==> src/rtl/muldiv_sequencer.sv <==
// Iterative MIPS-style HI/LO multiply/divide unit: 32-step shift-add multiply and restoring divide.
// Build option: define MULDIV_FAST_MULT_EN for a single-cycle multiply path (divide timing unchanged).
module muldiv_sequencer (
    input  logic        i_clk,
    input  logic        i_reset,
    input  logic        i_op_valid,
    input  logic [2:0]  i_op,
    input  logic [31:0] i_rs_data,
    input  logic [31:0] i_rt_data,
    output logic        o_op_ready,
    output logic        o_busy,
    output logic        o_done,
    output logic [31:0] o_hi,
    output logic [31:0] o_lo
);

    typedef enum logic [1:0] {
        S_IDLE  = 2'd0,
        S_MUL   = 2'd1,
        S_DIV   = 2'd2,
        S_FIXUP = 2'd3
    } state_t;

    localparam logic [2:0] OP_MULT  = 3'd0;
    localparam logic [2:0] OP_MULTU = 3'd1;
    localparam logic [2:0] OP_DIV   = 3'd2;
    localparam logic [2:0] OP_DIVU  = 3'd3;
    localparam logic [2:0] OP_MTHI  = 3'd4;
    localparam logic [2:0] OP_MTLO  = 3'd5;

    function automatic logic [31:0] f_abs(input logic [31:0] v, input logic sgn);
        if (sgn && v[31]) begin
            return 32'd0 - v;
        end else begin
            return v;
        end
    endfunction

    state_t      r_state;
    state_t      w_next_state;
    logic        w_accept;
    logic [4:0]  r_cnt;
    logic [31:0] r_a;
    logic [63:0] r_acc;
    logic        r_neg_q;
    logic        r_neg_r;
    logic        r_is_div;
    logic        r_done;
    logic [31:0] r_hi;
    logic [31:0] r_lo;

    logic [32:0] w_mul_sum;
    logic [32:0] w_div_shift;
    logic [32:0] w_div_trial;
    logic [63:0] w_mag_prod;
    logic [63:0] w_prod;
    logic [31:0] w_quo;
    logic [31:0] w_rem;

    assign w_accept = i_op_valid && (r_state == S_IDLE);

    // r_acc holds {partial product, multiplier} when multiplying and {remainder, dividend/quotient} when dividing
    assign w_mul_sum   = {1'b0, r_acc[63:32]} + (r_acc[0] ? {1'b0, r_a} : 33'd0);
    assign w_div_shift = r_acc[63:31];
    assign w_div_trial = w_div_shift - {1'b0, r_a};

`ifdef MULDIV_FAST_MULT_EN
    assign w_mag_prod = {32'd0, r_a} * {32'd0, r_acc[31:0]};
`else
    assign w_mag_prod = r_acc;
`endif
    assign w_prod = r_neg_q ? (64'd0 - w_mag_prod) : w_mag_prod;
    assign w_quo  = r_neg_q ? (32'd0 - r_acc[31:0]) : r_acc[31:0];
    assign w_rem  = r_neg_r ? (32'd0 - r_acc[63:32]) : r_acc[63:32];

    // State register
    always_ff @(posedge i_clk) begin
        if (i_reset) begin
            r_state <= S_IDLE;
        end else begin
            r_state <= w_next_state;
        end
    end

    // Next-state decode
    always_comb begin
        w_next_state = r_state;
        case (r_state)
            S_IDLE: begin
                if (w_accept) begin
                    case (i_op)
`ifdef MULDIV_FAST_MULT_EN
                        OP_MULT, OP_MULTU: w_next_state = S_FIXUP;
`else
                        OP_MULT, OP_MULTU: w_next_state = S_MUL;
`endif
                        OP_DIV, OP_DIVU:   w_next_state = S_DIV;
                        default:           w_next_state = S_IDLE;
                    endcase
                end else begin
                    w_next_state = S_IDLE;
                end
            end
            S_MUL, S_DIV: begin
                if (r_cnt == 5'd31) begin
                    w_next_state = S_FIXUP;
                end else begin
                    w_next_state = r_state;
                end
            end
            S_FIXUP: w_next_state = S_IDLE;
            default: w_next_state = S_IDLE;
        endcase
    end

    // Operand capture, iteration steps and HI/LO write-back
    always_ff @(posedge i_clk) begin
        if (i_reset) begin
            r_cnt    <= 5'd0;
            r_a      <= 32'd0;
            r_acc    <= 64'd0;
            r_neg_q  <= 1'b0;
            r_neg_r  <= 1'b0;
            r_is_div <= 1'b0;
            r_done   <= 1'b0;
            r_hi     <= 32'd0;
            r_lo     <= 32'd0;
        end else begin
            r_done <= (r_state == S_FIXUP);
            case (r_state)
                S_IDLE: begin
                    r_cnt <= 5'd0;
                    if (w_accept) begin
                        case (i_op)
                            OP_MULT, OP_MULTU: begin
                                r_a      <= f_abs(i_rs_data, i_op == OP_MULT);
                                r_acc    <= {32'd0, f_abs(i_rt_data, i_op == OP_MULT)};
                                r_neg_q  <= (i_op == OP_MULT) && (i_rs_data[31] ^ i_rt_data[31]);
                                r_neg_r  <= 1'b0;
                                r_is_div <= 1'b0;
                            end
                            OP_DIV, OP_DIVU: begin
                                r_a      <= f_abs(i_rt_data, i_op == OP_DIV);
                                r_acc    <= {32'd0, f_abs(i_rs_data, i_op == OP_DIV)};
                                // Divide by zero keeps the all-ones quotient un-negated
                                r_neg_q  <= (i_op == OP_DIV) && (i_rs_data[31] ^ i_rt_data[31])
                                            && (i_rt_data != 32'd0);
                                r_neg_r  <= (i_op == OP_DIV) && i_rs_data[31];
                                r_is_div <= 1'b1;
                            end
                            OP_MTHI: r_hi <= i_rs_data;
                            OP_MTLO: r_lo <= i_rs_data;
                            default: begin
                            end
                        endcase
                    end
                end
                S_MUL: begin
                    r_acc <= {w_mul_sum, r_acc[31:1]};
                    r_cnt <= r_cnt + 5'd1;
                end
                S_DIV: begin
                    r_acc <= {(w_div_trial[32] ? w_div_shift[31:0] : w_div_trial[31:0]),
                              r_acc[30:0], ~w_div_trial[32]};
                    r_cnt <= r_cnt + 5'd1;
                end
                S_FIXUP: begin
                    if (r_is_div) begin
                        r_hi <= w_rem;
                        r_lo <= w_quo;
                    end else begin
                        r_hi <= w_prod[63:32];
                        r_lo <= w_prod[31:0];
                    end
                end
                default: begin
                end
            endcase
        end
    end

    assign o_busy     = (r_state != S_IDLE);
    assign o_op_ready = (r_state == S_IDLE);
    assign o_done     = r_done;
    assign o_hi       = r_hi;
    assign o_lo       = r_lo;

endmodule

==> config.mk <==
export PLATFORM = sky130hd
export DESIGN_NAME = muldiv_sequencer
export DESIGN_NICKNAME = d
export VERILOG_FILES = /design/src/rtl/muldiv_sequencer.sv
export SDC_FILE = /design/constraint.sdc
export NUM_CORES = 1
export LEC_CHECK = 0
export CAP_MARGIN = 10
export CORE_MARGIN = 1
export CORE_UTILIZATION = 41
export DETAILED_ROUTE_END_ITERATION = 7
export PLACE_DENSITY = 0.64
export RECOVER_POWER = 25
export REMOVE_ABC_BUFFERS = 1
export SYNTH_ARGS = -nofsm -noshare
export SYNTH_HDL_FRONTEND = slang
export SYNTH_SLANG_ARGS = --single-unit
export TNS_END_PERCENT = 30
==> constraint.sdc <==
create_clock -name i_clk -period 5.36 [get_ports i_clk]
set_clock_uncertainty 0.15 [all_clocks]
set_input_delay 1.072 -clock i_clk [delete_from_list [all_inputs] [get_ports i_clk]]
set_output_delay 1.072 -clock i_clk [all_outputs]
set_load 0.05 [all_outputs]
# --- After elaboration in Yosys (flattened, before gate mapping) ---
# Index checks and enable logic that the tools add are counted.
# Widths: inputs -> output; s select.
word_totals:
  reg_bits: 171
  inputBits: 70
  out_inout_bits: 67
  wordCells: 86
op_classes:
  n_addsub: 8
  eq_ne: 14
  n_mux: 29
  bitwise: 2
  n_reduce_logical: 23
ops:
  columns: ["operator", "count"]
  rows:
  - ["$mux 32", 14]
  - ["$pmux 32 s2", 3]
  - ["$pmux 64 s3", 1]
  - ["$mux 64", 2]
  - ["$pmux 64 s2", 1]
  - ["$sub 1x32->32 const A", 4]
  - ["$sub 1x64->64 const A", 1]
  - ["$add 32x32->33", 1]
  - ["$sub 33x32->33", 1]
  - ["$reduce_bool 32->1", 1]
  - ["$reduce_and 3->1", 4]
  - ["$pmux 5 s2", 1]
  - ["$logic_and 1x1->1", 8]
  - ["$ne 2x1->1 const B", 4]
  - ["$reduce_bool 2->1", 4]
  - ["$eq 3x2->1 const B", 2]
  - ["$eq 3x3->1 const B", 2]
  - ["$pmux 1 s2", 3]
  - ["$pmux 2 s3", 1]
  - ["$reduce_or 2->1", 3]
  - ["$add 5x1->5 const B", 1]
  - ["$eq 5x5->1 const B", 1]
  - ["$eq 2x2->1 const B", 2]
  - ["$mux 2", 2]
  - ["other kinds (9)", 9]

# --- Longest topological paths before layout ---
logic_depth:
  ltp_word: 6
  mapped_depth: 15

# --- Least setup slack after synthesis ---
# Ideal clock, no wire load.
synth_path:
  kind: "reg-to-reg"
  startpoint: "reg r_acc[0]"
  endpoint: "reg r_acc[61]"
  setup_ps: 134
  arrival_time_ps: 3719
  required_ps: 5076
  slack_ps: 1357
  stages_incl_launch_ff: 15
  n_path_buf: 1
  synth_period_minus_slack_ps: 4003
  cell_sequence: "dfxtp_1 -> clkbuf_1 -> and2_1 -> ha_1 -> inv_1 -> fa_1 -> nor2b_1 -> o31ai_1 -> a2111oi_0 -> a211oi_1 -> o311ai_0 -> a41oi_1 -> xor2_1 -> nor2_1 -> or4_1"
synth_between:
  elab_chain_len: 3
synth_lines:
  columns: ["element", "line", "rtl"]
  rows:
  - ["start: declaration", "44", "logic [63:0] r_acc;"]
  - ["start signal: assignment", "137", "r_acc <= {32'd0, f_abs(i_rt_data, i_op == OP_MULT)};"]
  - ["start signal: assignment", "144", "r_acc <= {32'd0, f_abs(i_rs_data, i_op == OP_DIV)};"]
  - ["start signal: assignment", "159", "r_acc <= {w_mul_sum, r_acc[31:1]};"]
  - ["$mux 32", "63", "assign w_mul_sum = {1'b0, r_acc[63:32]} + (r_acc[0] ? {1'b0, r_a} : 33'd0);"]
  - ["$add 32x32->33", "63", null]
  - ["$pmux 64 s3", "130", "case (r_state)"]
# Every way passes these cells.
# A chain may end at the register's enable or synchronous reset.

# --- Final worst setup path ---
layout_path:
  startpoint: "reg r_state[0]"
  endpoint: "reg r_acc[24]"
layout_between:
  elab_chain_len: 4
  word_cells_on_any_way: 9
  classes_between: "eq/ne (4); mux (1); reduce/logical (4)"
layout_lines:
  columns: ["element", "line", "rtl"]
  rows:
  - ["start: declaration", "39", "state_t r_state;"]
  - ["start signal: assignment", "81", "r_state <= w_next_state;"]
  - ["$logic_not 2->1", "60, 130", null]
  - ["$logic_and 1x1->1", "60", "assign w_accept = i_op_valid && (r_state == S_IDLE);"]
  - ["$ne 2x1->1 (no line)", null, null]
  - ["$reduce_and 3->1 (no line)", null, null]
# Several ways; a longest one is shown, not always the timed one.

==> flow_summary.yaml <==
run_status:
  status: "finished, violations left"
  violations: "max-capacitance violations, max-slew violations"
setup_path:
  rr_startpoint: "r_state[0]"
  r2r_setup_slack_ns: 0.56
  arrival_ns: 5.06
  cp_cell_sequence: "inv_1 -> ha_1 -> clkbuf_1 -> nor2_1 -> a221oi_1 -> a22o_1"
  end_kind: "register"
  cp.required_ns: 5.62
  slowest_stage: "clkbuf_1"
  cp_max_fo: 62
  startpoint_type: "register"
  cpPeakStageDelay_ns: 2.00
  cp-startpoint: "r_state[0]"
  critPathKind: "register to register"
pwr:
  combPwrFrac: 0.419
  p_int_w: 0.002903
  leakage_nw: 6.769
  p_sw_w: 0.002200
  p_per_area_nw_per_um2: 286.0
  ir_drop_uv: 217.7
  sequentialPowerShare: 0.313
  clockPowerShare: 0.267
  p_sw_frac: 0.4312
clock_network:
  clock-sinks: 171
  cts_root_buffer: "clkbuf_16"
  cts_buffer_depth: 2
  cts_tree: "yes"
  cts_resized: 0
  cts-hold-fix-buffers: 0
  cts-htree-levels: 4
  clk_pin_slew_worst_paths_ns: 0.08
  postCtsSetupBuffers: 0
  numCtsBuffers: 17
  clkLatencyLatePin_ns: 0.47
grt:
  grt_pass1_vias: 15810
  grt_max_degree: 66
  grt_pass1_wl_um: 89840
  antenna_found_initial: 1
  grt.total_usage: 0.2987
  gr-total-overflow: 0
floorplan:
  core_area_sq_um: 36870
  fp.dieW_um: 196.2
  fp.dieH_um: 196.2
  start_util: 0.4192
  rows: 70
  dieArea_sq_um: 38480
  io_pins: 137
placement:
  pre_cts_ws_ns: 0.6939
  portBuffers: 136
  post-dp-hpwl_um: 43320
  gp_congestion: 0.9499
  dp_cells: 2700
synthesis:
  synth_commonest_cells: "nor2_1 (277), a21oi_1 (213), nand2_1 (209)"
  yosys_register_bits: 171
  syn-cell-area_sq_um: 15460
  yosys_most_used_dff: "dfxtp_1"
  ys_async_sr_fraction: 0
  synthTopCellsByArea: "dfxtp_1 (22%), a21oi_1 (6.9%), nor2_1 (6.7%)"
  synth.avg_cell_area_sq_um: 7.110
  synth_most_common_cell: "nor2_1"
  synth.largest_area_cell: "dfxtp_1"
  ys_warn_count: 0
  synth_top_area_share: 0.2215
  ys_seq_area_frac: 0.2215
  synth-edff-count: 0
  synthDistinctLibCells: 77
  syn_inst: 2174
route:
  wl_per_cell_um: 21.25
  vias_per_cell: 6.113
  dr_total_vias: 16700
  wl_um: 58050
  antenna_left: 0
  drt-pass1-iter-count: 6
  drc_errors: 0
  drt_iter0_drc: 1436
hold_path:
  hold_class: "register to register"
  hp-start: "r_a[29]"
timing:
  max_slew_margin: -1.037
  setup_tns_ns: 0
  drv_slew: 129
  tightestPinTransition_ns: 3.055
  final.min_clock_period_ns: 4.797
  rsz0062_at_grt: "no"
  fin_crit_sh: 0.8949
  hold_viol: 0
  clock.fmax_ghz: 0.2085
  setup_slack_ns: 0.5632
  final-setup-viol-count: 0
finish:
  area_delta_synth_final_pct: 15.45
  fillCellCount: 3703
  post_layout_nonfiller_instances: 2732
  layout.nets: 2363
  n_antenna_cell: 0
  drive_above_1_share: 0.05027
  multiInputGateArea_sq_um: 11240
  seqCellArea_sq_um: 3423
job:
  cap_violations: 2
-- critical path: cells and delay by family (launching register included) --
kind | cells | cell delay, ns
AND/OR/NAND/NOR | 1 | 0.68
AO/OA/AOI/OAI | 2 | 0.67
buffers and inverters | 2 | 2.12
adder cells (fa/ha/maj) | 1 | 0.59
flip-flops | 1 | 0.46
-- placed cells by master, fill, tap and decap left out, types with 8 or more instances in the layout --
| master | netlist | routed |
|---|---|---|
| o31ai_1 | 23 | 23 |
| or3_1 | 39 | 39 |
| mux2i_1 | 36 | 36 |
| nand3_1 | 47 | 47 |
| or4_1 | 11 | 11 |
| o211ai_1 | 45 | 45 |
| nand4_1 | 9 | 9 |
| dlygate4sd3_1 | 0 | 50 |
| o311ai_0 | 11 | 11 |
| and2_1 | 8 | 8 |
| and3_1 | 8 | 8 |
| a21oi_1 | 213 | 213 |
| o21a_1 | 11 | 11 |
| nand2_1 | 209 | 209 |
| nor2b_1 | 13 | 13 |
| a31oi_1 | 17 | 17 |
| o221ai_1 | 8 | 8 |
| nor3_1 | 56 | 56 |
| a22o_1 | 11 | 11 |
| a41oi_1 | 8 | 8 |
| xnor2_1 | 104 | 104 |
| o21bai_1 | 10 | 10 |
| o21ai_0 | 130 | 130 |
| inv_1 | 61 | 61 |
| a21o_1 | 28 | 28 |
| nor4_1 | 25 | 25 |
| ha_1 | 76 | 75 |
| buf_4 | 1 | 47 |
| nor2_1 | 277 | 272 |
| or2_2 | 9 | 9 |
| clkbuf_16 | 0 | 17 |
| dfxtp_1 | 171 | 171 |
| nand2b_1 | 16 | 15 |
| xor2_1 | 106 | 106 |
| a211oi_1 | 78 | 78 |
| a22oi_1 | 50 | 50 |
| clkdlybuf4s50_1 | 0 | 85 |
-- cells by family (layout without fill, tap and decap cells) --
group | Yosys count | in the layout | share of synthesized area
simple gates | 753 | 753 | 0.2233
flops | 171 | 171 | 0.2215
xor+xnor | 211 | 211 | 0.1201
compound gates | 702 | 702 | 0.2922
buf+inv | 223 | 277 | 0.05545
fa+ha+maj | 78 | 78 | 0.06411
mux | 36 | 36 | 0.02331
-- per-layer routing --
metal / GRT usage / up-vias / part of all wire
met5: 0 / - / 0.00021
met4: 0.1253 / 2 / 0.033
met3: 0.04367 / 128 / 0.074
met2: 0.4676 / 751 / 0.44
met1: 0.4084 / 7889 / 0.45
li1: - / 7932 / -
-- area by class of cell --
cell class	instances	area share
clock buffer	17	0.02384
inverter	61	0.01283
clock inverter	15	0.01052
multi-input combinational	1780	0.6297
timing repair buffer	184	0.09593
tap	504	0.03534
sequential	171	0.1919
-- through the flow --
step	instance area, sq um	utilization	total power (W)	hold slack, ns
after global placement	17240	0.4676	0.003698	0.2901
after detailed placement	17240	0.4676	0.003711	0.2952
after floorplan	14830	-	0.002946	0.2750
final	17840	0.4839	0.005103	0.3038
after global routing	17840	0.4839	0.005334	0.3259
after CTS	17850	0.4842	0.005064	0.3059
-- worst paths after layout --
path	endpoint	depth (start not counted)
max	r_acc[24]	6
max reg2reg	r_acc[24]	6
min	r_a[29]	2
min reg2reg	r_a[29]	2
-- power by group through the flow --
stage,logic [W],clock network (W),registers (W)
after floorplan,0.00129,0,0.00165
after global placement,0.00208,0,0.00162
after detailed placement,0.00209,0,0.00162
after CTS,0.00210,0.00137,0.00159
after global routing,0.00230,0.00142,0.00162
final,0.00214,0.00136,0.00160
-- sequential cells by signal, summed over array words and instances, names as in the netlist --
signal,flops
o_done,1
o_hi,32
o_lo,32
r_a,32
r_acc,64
r_cnt,5
r_is_div,1
r_neg_q,1
r_neg_r,1
r_state,2
(Power assumes the default switching activity.)
